===== config.mk =====
export PLATFORM = sky130hd
export DESIGN_NAME = sample_window
export DESIGN_NICKNAME = d
export VERILOG_FILES = /design/src/rtl/sample_window.sv
export SDC_FILE = /design/constraint.sdc
export NUM_CORES = 1
export LEC_CHECK = 0
export CAP_MARGIN = 40
export CORE_MARGIN = 4
export CORE_UTILIZATION = 47
export DETAILED_ROUTE_END_ITERATION = 16
export PLACE_DENSITY = 0.78
export SLEW_MARGIN = 15
export SYNTH_ARGS = -nofsm -noshare
export SYNTH_HDL_FRONTEND = slang
export SYNTH_SLANG_ARGS = --single-unit

===== constraint.sdc =====
create_clock -name clk -period 1.83 [get_ports clk]
set_clock_uncertainty 0.1 [all_clocks]
set_input_delay 0.183 -clock clk [delete_from_list [all_inputs] [get_ports clk]]
set_output_delay 0.183 -clock clk [all_outputs]
set_load 0.05 [all_outputs]

===== src/rtl/sample_window.sv =====
// Sliding-window collector: shifts accepted voltage samples into a WINDOW-deep
// register and presents a full window every STRIDE new samples via valid/ready.
module sample_window #(
  parameter int DATA_WIDTH = 32,
  parameter int WINDOW     = 8,
  parameter int STRIDE     = 1
) (
  input  logic                         clk,
  input  logic                         rst,
  input  logic                         flush,
  output logic                         voltage_ready_in,
  input  logic                         voltage_valid_in,
  input  logic [DATA_WIDTH-1:0]        voltage_data_in,
  input  logic                         window_ready_out,
  output logic                         window_valid_out,
  output logic [WINDOW*DATA_WIDTH-1:0] window_data_out,
  output logic                         window_first_out
);

  localparam int CW = $clog2(WINDOW + 1);
  localparam int WW = WINDOW * DATA_WIDTH;

  typedef enum logic {FILL, HOLD} state_t;

  state_t          state;
  logic [CW-1:0]   need_cnt;
  logic            first_pend;
  logic [WW-1:0]   win;
  logic            first;
  logic            accept;
  logic            take;
  logic            complete;

  assign window_valid_out = (state == HOLD);
  assign voltage_ready_in = ~window_valid_out | window_ready_out;
  assign accept           = voltage_valid_in & voltage_ready_in;
  assign take             = window_valid_out & window_ready_out;
  assign complete         = accept && (need_cnt == CW'(1));
  assign window_data_out  = win;
  assign window_first_out = first;

  // In HOLD an accept is only possible alongside a take, so completion
  // taking precedence over take covers the HOLD->HOLD back-to-back case.
  always_ff @(posedge clk) begin
    if (rst) begin
      state      <= FILL;
      need_cnt   <= CW'(WINDOW);
      first      <= 1'b0;
      first_pend <= 1'b1;
      win        <= '0;
    end else if (flush) begin
      state      <= FILL;
      need_cnt   <= CW'(WINDOW);
      first      <= 1'b0;
      first_pend <= 1'b1;
    end else begin
      if (accept) begin
        win      <= {voltage_data_in, win[WW-1:DATA_WIDTH]};
        need_cnt <= complete ? CW'(STRIDE) : need_cnt - CW'(1);
      end
      if (complete) begin
        state      <= HOLD;
        first      <= first_pend;
        first_pend <= 1'b0;
      end else if (take) begin
        state <= FILL;
        first <= 1'b0;
      end
    end
  end

endmodule


==> flow_summary.toml, run 1 <==
[cells_and_area]
area_delta_synth_final_pct = 33.2
insertedDiodeCount = 0
nFillCells = 2113
drive_gt1_frac = 0.190
post-route-cell-area_sq_um = 14900
nets = 1478
instances_no_fill = 1780

[timing]
timing.hold.ws_ns = 0.0215
tns_ns = 0
layout_min_cycle_time_ns = 1.81
rsz0062_at_grt = "true"
setup_viol = 0
fmax_mhz = 551
fin_crit_sh = 0.992
hold_violations = 0
drv_slew = 0
worstMarginPinSlew_ns = 0.879
maxSlewHeadroom = 0.414

[clock_network]
h-tree-depth = 1
clock_latency_ns = 0.53
clk_path_buf_depth = 3
cts_made_buffers = 28
clk_pin_slew_ns = 0.07
cts.sinks = 263
cts_tree = "done"
root_buffer = "clkbuf_16"

[global_routing]
grt_pass1_vias = 10700
groute.usage.overall = 0.286
grt_max_degree = 155
grt_pass1_wl_mm = 62.0
antenna_found_initial = 0
grt-ovfl-total = 0

[logic_synthesis]
yosys_warnings = 0
synthSimpleGateAreaFrac = 0.151
syn-instance-count = 1266
synth.distinct_cells = 27
muxShareOfSynthArea = 0
syn_avg_cell_area_sq_um = 8.83
synth_top_area_share = 0.471
syn_nets = 1305
synthTopCellsByArea = "dfxtp_1 (47%), o31ai_1 (17%), nand4_1 (14%)"
synth_edf_count = 0
syn-cell-area_sq_um = 11200
ys_seq_area_frac = 0.471
synth_compound_area_frac = 0.295
yosysTopAreaCell = "dfxtp_1"
synth-main-ff-cell = "dfxtp_1"
synthArstFlopShare = 0
synth_top_family_by_area = "compound AO/OA/AOI/OAI gates"
synth_fa_ha_area_frac = 0.00224
synth_xor_area_frac = 0
ys_seq_elements = 263

[setup_path]
path_max_fanout = 21
critPathLaunchType = "flop"
critical_path_class = "flop to output pin"
crit_required_ns = 1.55
cp_cell_sequence = "nor2b_4 -> clkinv_8 -> buf_12 -> buf_12"
critPathArrivalTime_ns = 1.53
critPathSlowestCell = "dfxtp_2"
endpoint_kind = "output pin"
crit_top_cell = "buf_12"
max_stage_delay_ns = 0.36

[placement]
globalplace.congestion = 0.847
dp_hpwl_mm = 25.6
place_inst = 1720
place_area_sq_um = 13900
numPortBuffers = 295

[routing]
wl_per_cell_microns = 23.0
drtAntennaViolNets = 0
drtIter0Drc = 1520
drcViolationCount = 0
routed_via_density = 6.57
firstDrtPassIters = 7
vias = 11700
routed_wirelength_mm = 40.9

[hold_path]
hold_class = "input port to flop"

[job]
cap_violations = 0

[floorplanning]
rows = 56
initial_core_util = 0.478
die_h_microns = 162
ios = 296
dieArea_sq_um = 26300
core_sq_um = 23400
fp.dieW_microns = 162

[run_status]
outcome = "finished clean"

[power]
powerDensity_nw_per_um2 = 871
leakagePower_nw = 5.83
power_mw = 13.0
peakVddDrop_mv = 0.773
-- synth_stat cells, drive strengths merged (2+ instances only) --
cell type / count
clkbuf: 107
nor3: 3
buf: 95
o31ai: 257
ha: 2
inv: 6
nand4: 258
a21oi: 260
nor3b: 2
dfxtp: 263
-- sequential cells by signal, indices dropped and copies added, names as in the netlist --
register          count
first_pend            1
window_first_out      1
need_cnt              4
window_valid_out      1
window_data_out     256
-- per-stage QoR --
step | worst slack, ns | utilization
2_1_floorplan | 0.0456 | -
3_5_place_dp | -0.223 | 0.593
3_3_place_gp | -0.165 | 0.593
6_report | 0.0151 | 0.636
5_1_grt | -0.0321 | 0.636
4_1_cts | -0.0653 | 0.633
-- cell type report --
cell class,instances,area [sq um],share of cell area
sequential,263,5270,0.354
multi-input combinational,795,5010,0.337
timing repair buffer,344,3130,0.210
clock buffer,40,857,0.0576
tap,319,399,0.0268
clock inverter,12,163,0.0109
inverter,6,50.0,0.00336
timing repair inverter,1,8.76,0.000588
-- cell usage in the layout (no fill, tap or decap), drive strengths merged --
cell type,n
a211oi,1
a21o,1
a21oi,260
a311o,1
a311oi,1
buf,215
bufinv,4
clkbuf,44
clkdlybuf4s50,33
clkinv,8
clkinvlp,1
dfxtp,263
dlygate4sd2,91
dlygate4sd3,1
ha,2
inv,6
nand2,1
nand3,1
nand4,258
nor2b,1
nor3,3
nor3b,2
nor4,1
o211a,1
o311ai,1
o31ai,257
or2,1
or3b,1
or4,1
-- path summary, 6_finish.rpt --
check | from | slack [ns] | cells after the start | endpoint
setup / recovery | window_valid_out | 0.02 | 4 | voltage_ready_in
hold / removal | flush | 0.02 | 3 | window_data_out[254]
setup reg to reg | window_valid_out | 0.05 | 5 | window_data_out[51]
hold reg to reg | window_data_out[11] | 0.36 | 2 | window_data_out[11]
-- power breakdown --
| part | switching (mW) | total [mW] | internal [mW] |
|---|---|---|---|
| sequential | 0.0503 | 5.83 | 5.78 |
| clock | 2.35 | 6.16 | 3.81 |
| combinational | 0.735 | 0.991 | 0.256 |
| total | 3.14 | 13.0 | 9.84 |
-- what timing repair did --
action,4_1_cts,5_1_grt
buffers inserted,1,4
pin swaps,0,0
setup endpoints to repair,92,102
endpoints found under the hold margin,4,0
resized for setup,95,3
hold buffers,1,0
gates cloned,0,2
-- logic make-up after synthesis --
group	after synthesis
AO/OA/AOI/OAI	523
adder cells (fa/ha/maj)	2
buffers and inverters	208
flip-flops	263
AND/OR/NAND/NOR	270
-- metal layers --
metal  GRT usage  wire (microns)
met5           0               0
met4      0.0988            1610
met3      0.0799            4470
met2       0.436           18200
met1       0.391           16700
-- worst max-delay path, delay by kind of cell (launching register included) --
family / cells / cell delay [ns]
buffers and inverters: 3 / 0.39
DFF: 1 / 0.36
and+or+nand+nor: 1 / 0.24
Power figures use the tool's default switching activity.
==> run 2: changes to the inputs <==
--- a/config.mk
+++ b/config.mk
@@ -10,6 +10,7 @@
 export CORE_UTILIZATION = 47
 export DETAILED_ROUTE_END_ITERATION = 16
 export PLACE_DENSITY = 0.78
+export SKIP_CTS_REPAIR_TIMING = 1
 export SLEW_MARGIN = 15
 export SYNTH_ARGS = -nofsm -noshare
 export SYNTH_HDL_FRONTEND = slang
==> run 2 against run 1 <==
The flow now finishes with violations (negative setup slack). Clock-buffer cell count stayed put. Worst hold slack worse by 0.0013 ns. Global-route usage decreased by 0.075 points. Core utilization is 1.4 points higher. Via count is 0.21% lower. Highest routed layer unchanged. Sequential share of layout area fell by 0.78 points. Sequential power barely moved. Largest power group unchanged.
==> flow_summary.toml, run 2 (synthesis gave the netlist of run 1 again) <==
[run_status]
outcome = "finished with violations"
failed_checks = "negative setup slack"

[timing]
fin_crit_sh = 1.03
setup_viol = 1
timing.final.ws_setup_ns = -0.0510
worstMarginPinSlew_ns = 0.889
rsz0062_at_grt = "true"
maxSlewHeadroom = 0.407
layout_min_cycle_time_ns = 1.88
fmax_mhz = 532
hold_violations = 0
drv_slew = 0
timing.hold.ws_ns = 0.0201

[placement]
dp_hpwl_mm = 25.6
numPortBuffers = 295
globalplace.congestion = 0.847
place_inst = 1720

[power]
peakVddDrop_mv = 0.780
power_mw = 13.0
leakagePower_nw = 7.07
power.share.sequential = 0.449
pwr-share-clk = 0.474
switching_share = 0.241
p_switching_mw = 3.13
powerDensity_nw_per_um2 = 853
pwr-share-comb = 0.077
internal_power_mw = 9.85

[routing]
drtAntennaViolNets = 0
routed_via_density = 6.55
drtIter0Drc = 1579
routed_wirelength_mm = 41.2
drcViolationCount = 0
firstDrtPassIters = 5
wl_per_cell_microns = 23.2
vias = 11700

[setup_path]
critical_path_class = "flop to output pin"
crit_required_ns = 1.55
worstReg2RegStart = "window_valid_out"
ff2ff_path_depth = 5
cp-startpoint = "window_valid_out"
path_max_fanout = 21
cp_cell_sequence = "nor2b_4 -> clkinv_8 -> buf_12 -> buf_12"
endpoint_kind = "output pin"
max_stage_delay_ns = 0.36
worstReg2RegEnd = "window_data_out[203]"
critPathLaunchType = "flop"
crit_top_cell = "buf_12"
reg2reg_setup_slack_ns = 0.12
critPathSlowestCell = "dfxtp_2"
critPathArrivalTime_ns = 1.60

[cells_and_area]
final_cell_mix = "dfxtp_1 (262), a21oi_1 (260), nand4_1 (258), o31ai_1 (257), buf_4 (191)"
instances_no_fill = 1780
drive_gt1_frac = 0.190
nFillCells = 2008
insertedDiodeCount = 0
area_delta_synth_final_pct = 36.2
largest_reg_flops = 256
layout_commonest_cell = "dfxtp_1"
nets = 1478

[clock_network]
clk_pin_slew_ns = 0.06
clock_latency_ns = 0.53
h-tree-depth = 1
cts_tree = "done"
clk_path_buf_depth = 3
cts.sinks = 263
cts_made_buffers = 28
root_buffer = "clkbuf_16"

[floorplanning]
die_h_microns = 162
ios = 296
dieArea_sq_um = 26300
fp.dieW_microns = 162
initial_core_util = 0.478
core_sq_um = 23400
rows = 56

[hold_path]
hold_class = "input port to flop"
min_to = "window_data_out[101]"
holdPathStages = 3
holdCritStartpoint = "flush"

[job]
cap_violations = 0

[global_routing]
grt_pass1_wl_mm = 61.8
grt_max_degree = 155
groute.usage.overall = 0.285
grt-ovfl-total = 0
grt_pass1_vias = 10700
antenna_found_initial = 0
==> run 2: cell types whose count changed in the layout (fill, tap and decap cells not counted) <==
cell | previous run | this run
dlymetal6s2s_1 | 0 | 91
dlygate4sd2_1 | 91 | 0
buf_12 | 22 | 23
buf_16 | 2 | 1
==> run 2: how the worst max path moves through the flow <==
stage	end	cells after the start
2_1_floorplan	window_data_out[230]	7
3_3_place_gp	window_data_out[147]	5
3_5_place_dp	window_data_out[143]	5
4_1_cts	voltage_ready_in	4
5_1_grt	voltage_ready_in	4
6_report	voltage_ready_in	4
==> run 2: power by group through the flow <==
stage	combinational [mW]	sequential [mW]	clock, mW
6_report	1.00	5.83	6.15
5_1_grt	1.05	5.83	6.48
4_1_cts	0.981	5.83	6.23
3_5_place_dp	0.977	5.95	0
3_3_place_gp	0.970	5.95	0
2_1_floorplan	0.479	6.11	0
==> run 2: layout make-up <==
type                            instances  area, sq um  share of cell area
Inverter                                6         50.0             0.00329
Multi-Input combinational cell        795         5010               0.329
Timing Repair Buffer                  344         3470               0.228
Clock buffer                           40          857              0.0563
Timing Repair inverter                  1         8.76            0.000575
Clock inverter                         12          163              0.0107
Tap cell                              319          399              0.0262
Sequential cell                       263         5270               0.346
==> run 2: stage by stage <==
stage	setup slack, ns	TNS, ns	util	cell area [sq um]
6_report	-0.0510	-0.0510	0.651	15200
3_5_place_dp	-0.223	-29.94	0.593	13900
2_1_floorplan	0.0456	0	-	11200
4_1_cts	-0.326	-16.19	0.636	14900
3_3_place_gp	-0.165	-20.00	0.593	13900
5_1_grt	-0.0982	-0.0982	0.651	15200
==> run 2: per-layer routing <==
metal,global-route usage,part of all wire,up-vias
met5,0,0,-
met1,0.391,0.42,5623
met3,0.0779,0.099,95
met2,0.434,0.45,596
li1,-,-,5353
met4,0.0988,0.037,0
==> run 2: worst max-delay path, delay by kind of cell, from the launching register on <==
kind | cells | cell delay [ns]
buf+inv | 3 | 0.41
simple gates | 1 | 0.29
flops | 1 | 0.36
==> run 3: changes to the inputs <==
--- a/config.mk
+++ b/config.mk
@@ -5,11 +5,12 @@
 export SDC_FILE = /design/constraint.sdc
 export NUM_CORES = 1
 export LEC_CHECK = 0
+export ABC_AREA = 1
 export CAP_MARGIN = 40
 export CORE_MARGIN = 4
-export CORE_UTILIZATION = 47
+export CORE_UTILIZATION = 46
 export DETAILED_ROUTE_END_ITERATION = 16
-export PLACE_DENSITY = 0.78
+export PLACE_DENSITY = 0.79
 export SKIP_CTS_REPAIR_TIMING = 1
 export SLEW_MARGIN = 15
 export SYNTH_ARGS = -nofsm -noshare
==> run 3 against run 2 <==
Combinational power fell by 9%. Register-to-register slack improved by 0.10 ns. The flow now finishes without violations. Critical path type unchanged. Total power fell by 7.5%. Largest power group is now registers. Clock power fell by 14%. Die area fell by 13%. First-iteration DRC count fell by 61%. Flip-flop and latch count did not move.
==> flow_summary.toml, run 3 <==
[clock_network]
cts_made_buffers = 27
cts_tree = "done"
h-tree-depth = 1
root_buffer = "clkbuf_16"
clk_path_buf_depth = 3
clk_pin_slew_ns = 0.06
cts.sinks = 263
clock_latency_ns = 0.51

[logic_synthesis]
yosys_warnings = 0
synthArstFlopShare = 0
synthTopCellsByArea = "dfxtp_1 (56%), a21oi_1 (14%), nand3_1 (14%)"
ys_seq_area_frac = 0.555
yosysTopAreaCell = "dfxtp_1"
synth-main-ff-cell = "dfxtp_1"
syn-cell-area_sq_um = 9480
synth_common_cells = "nand2_1 (267), dfxtp_1 (263), a21oi_1 (261)"
ys_seq_elements = 263
synth.distinct_cells = 14
syn_avg_cell_area_sq_um = 8.00
synth_edf_count = 0
synth_top_area_share = 0.555
syn_nets = 1225
yosysMostFrequentCell = "nand2_1"
syn-instance-count = 1186

[cells_and_area]
final_cell_mix = "nand2_1 (265), dfxtp_1 (263), a21oi_1 (261), nand3_1 (259), dlymetal6s2s_1 (151)"
area_delta_synth_final_pct = 45.0
insertedDiodeCount = 0
nFillCells = 1585
regArea_sq_um = 5270
nets = 1476
largest_reg_flops = 256
layout_commonest_cell = "nand2_1"
multi_input_area_sq_um = 3710
drive_gt1_frac = 0.131
instances_no_fill = 1724

[floorplanning]
dieArea_sq_um = 23000
ios = 296
die_h_microns = 152
initial_core_util = 0.469
core_sq_um = 20200
fp.dieW_microns = 152
rows = 52

[timing]
hold_violations = 0
fmax_mhz = 601
rsz0062_at_grt = "false"
tns_ns = 0
fin_crit_sh = 0.909
maxSlewHeadroom = 0.632
setup_viol = 0
drv_slew = 0
timing.final.ws_setup_ns = 0.166
worstMarginPinSlew_ns = 0.551
layout_min_cycle_time_ns = 1.66

[hold_path]
holdPathStages = 2
holdCritStartpoint = "rst"
min_to = "window_data_out[20]"
hold_class = "input port to flop"

[routing]
drtAntennaViolNets = 0
firstDrtPassIters = 5
drtIter0Drc = 622
routed_wirelength_mm = 28.9
wl_per_cell_microns = 16.7
drcViolationCount = 0
vias = 9237
routed_via_density = 5.36

[placement]
globalplace.congestion = 0.825
pre_cts_ws_ns = -0.0485
dp_hpwl_mm = 19.1
place_inst = 1678
numPortBuffers = 295

[setup_path]
critical_path_class = "flop to output pin"
worstReg2RegEnd = "window_data_out[223]"
critPathArrivalTime_ns = 1.38
critPathLaunchType = "flop"
cp_top_family = "flip-flops"
path_max_fanout = 4
cp_cell_sequence = "nand2_2 -> buf_4 -> buf_12"
max_stage_delay_ns = 0.48
reg2reg_setup_slack_ns = 0.22
critPathSlowestCell = "dfxtp_1"
cp-startpoint = "window_valid_out"
worstReg2RegStart = "window_valid_out"
endpoint_kind = "output pin"
ff2ff_path_depth = 5
cp.buffers_inverters = 2
crit_required_ns = 1.55

[power]
power_mw = 12.0
powerDensity_nw_per_um2 = 873
peakVddDrop_mv = 0.644
leakagePower_nw = 7.45

[global_routing]
grt-ovfl-total = 0
groute.usage.overall = 0.229
antenna_found_initial = 0
grt_pass1_wl_mm = 43.5
grt_max_degree = 115
grt_pass1_vias = 8078

[run_status]
outcome = "finished clean"

[job]
cap_violations = 0
-- run 3: cell types whose count changed in the layout (fill, tap and decap cells not counted), moves of 8 or more --
cell	delta
nand2_1	+264
nand3_1	+258
nand4_1	-257
o31ai_1	-257
dlymetal6s2s_1	+60
buf_4	-58
buf_12	-8
clkbuf_1	+8
-- run 3: routing by layer --
layer / GRT usage / vias up / routed length [microns]
li1: - / 4523 / -
met1: 0.338 / 4313 / 12600
met2: 0.342 / 353 / 13100
met3: 0.0494 / 48 / 2530
met4: 0.0580 / 0 / 631
met5: 0 / - / 0
-- run 3: area by class of cell --
type / count / area share
Clock buffer: 41 / 0.0559
Clock inverter: 5 / 0.00564
Inverter: 9 / 0.00300
Multi-Input combinational cell: 801 / 0.270
Sequential cell: 263 / 0.383
Tap cell: 270 / 0.0246
Timing Repair Buffer: 335 / 0.258
-- run 3: cell families after synthesis --
| kind of cell | count (synthesis) | synth area share |
|---|---|---|
| AND/OR/NAND/NOR | 533 | 0.245 |
| AO/OA/AOI/OAI | 265 | 0.141 |
| flip-flops | 263 | 0.555 |
| buffers and inverters | 122 | 0.0549 |
| adder cells (fa/ha/maj) | 2 | 0.00264 |
| XOR/XNOR | 1 | 0.000924 |
-- run 3: worst register-to-register path: stages (launching register included) --
cell,delay (ns)
dfxtp_1,0.48
a21oi_4,0.13
nand2_4,0.16
buf_4,0.39
nand2_1,0.12
a21oi_1,0.15
-- run 3: worst max-delay path by stage --
stage	to	slack, ns	depth (start not counted)
after floorplan	window_data_out[197]	0.15	6
after global placement	window_data_out[0]	-0.02	7
after detailed placement	window_data_out[38]	-0.05	7
after CTS	window_data_out[59]	-0.22	1
after global routing	window_data_out[199]	0.10	5
final	voltage_ready_in	0.17	3
-- run 3: power breakdown --
| group | leakage, nW | internal (mW) | switching (mW) |
|---|---|---|---|
| Clock | 0.410 | 3.15 | 2.12 |
| Sequential | 2.12 | 5.78 | 0.0446 |
| Combinational | 4.92 | 0.294 | 0.618 |
-- run 3: through the flow --
stage               utilization  hold WS (ns)  area (sq um)
floorplan                     -         0.238          9490
global placement          0.619         0.347         12500
detailed placement        0.619         0.352         12500
CTS                       0.661        0.0153         13400
global route              0.680        0.0356         13800
finish                    0.680        0.0282         13800
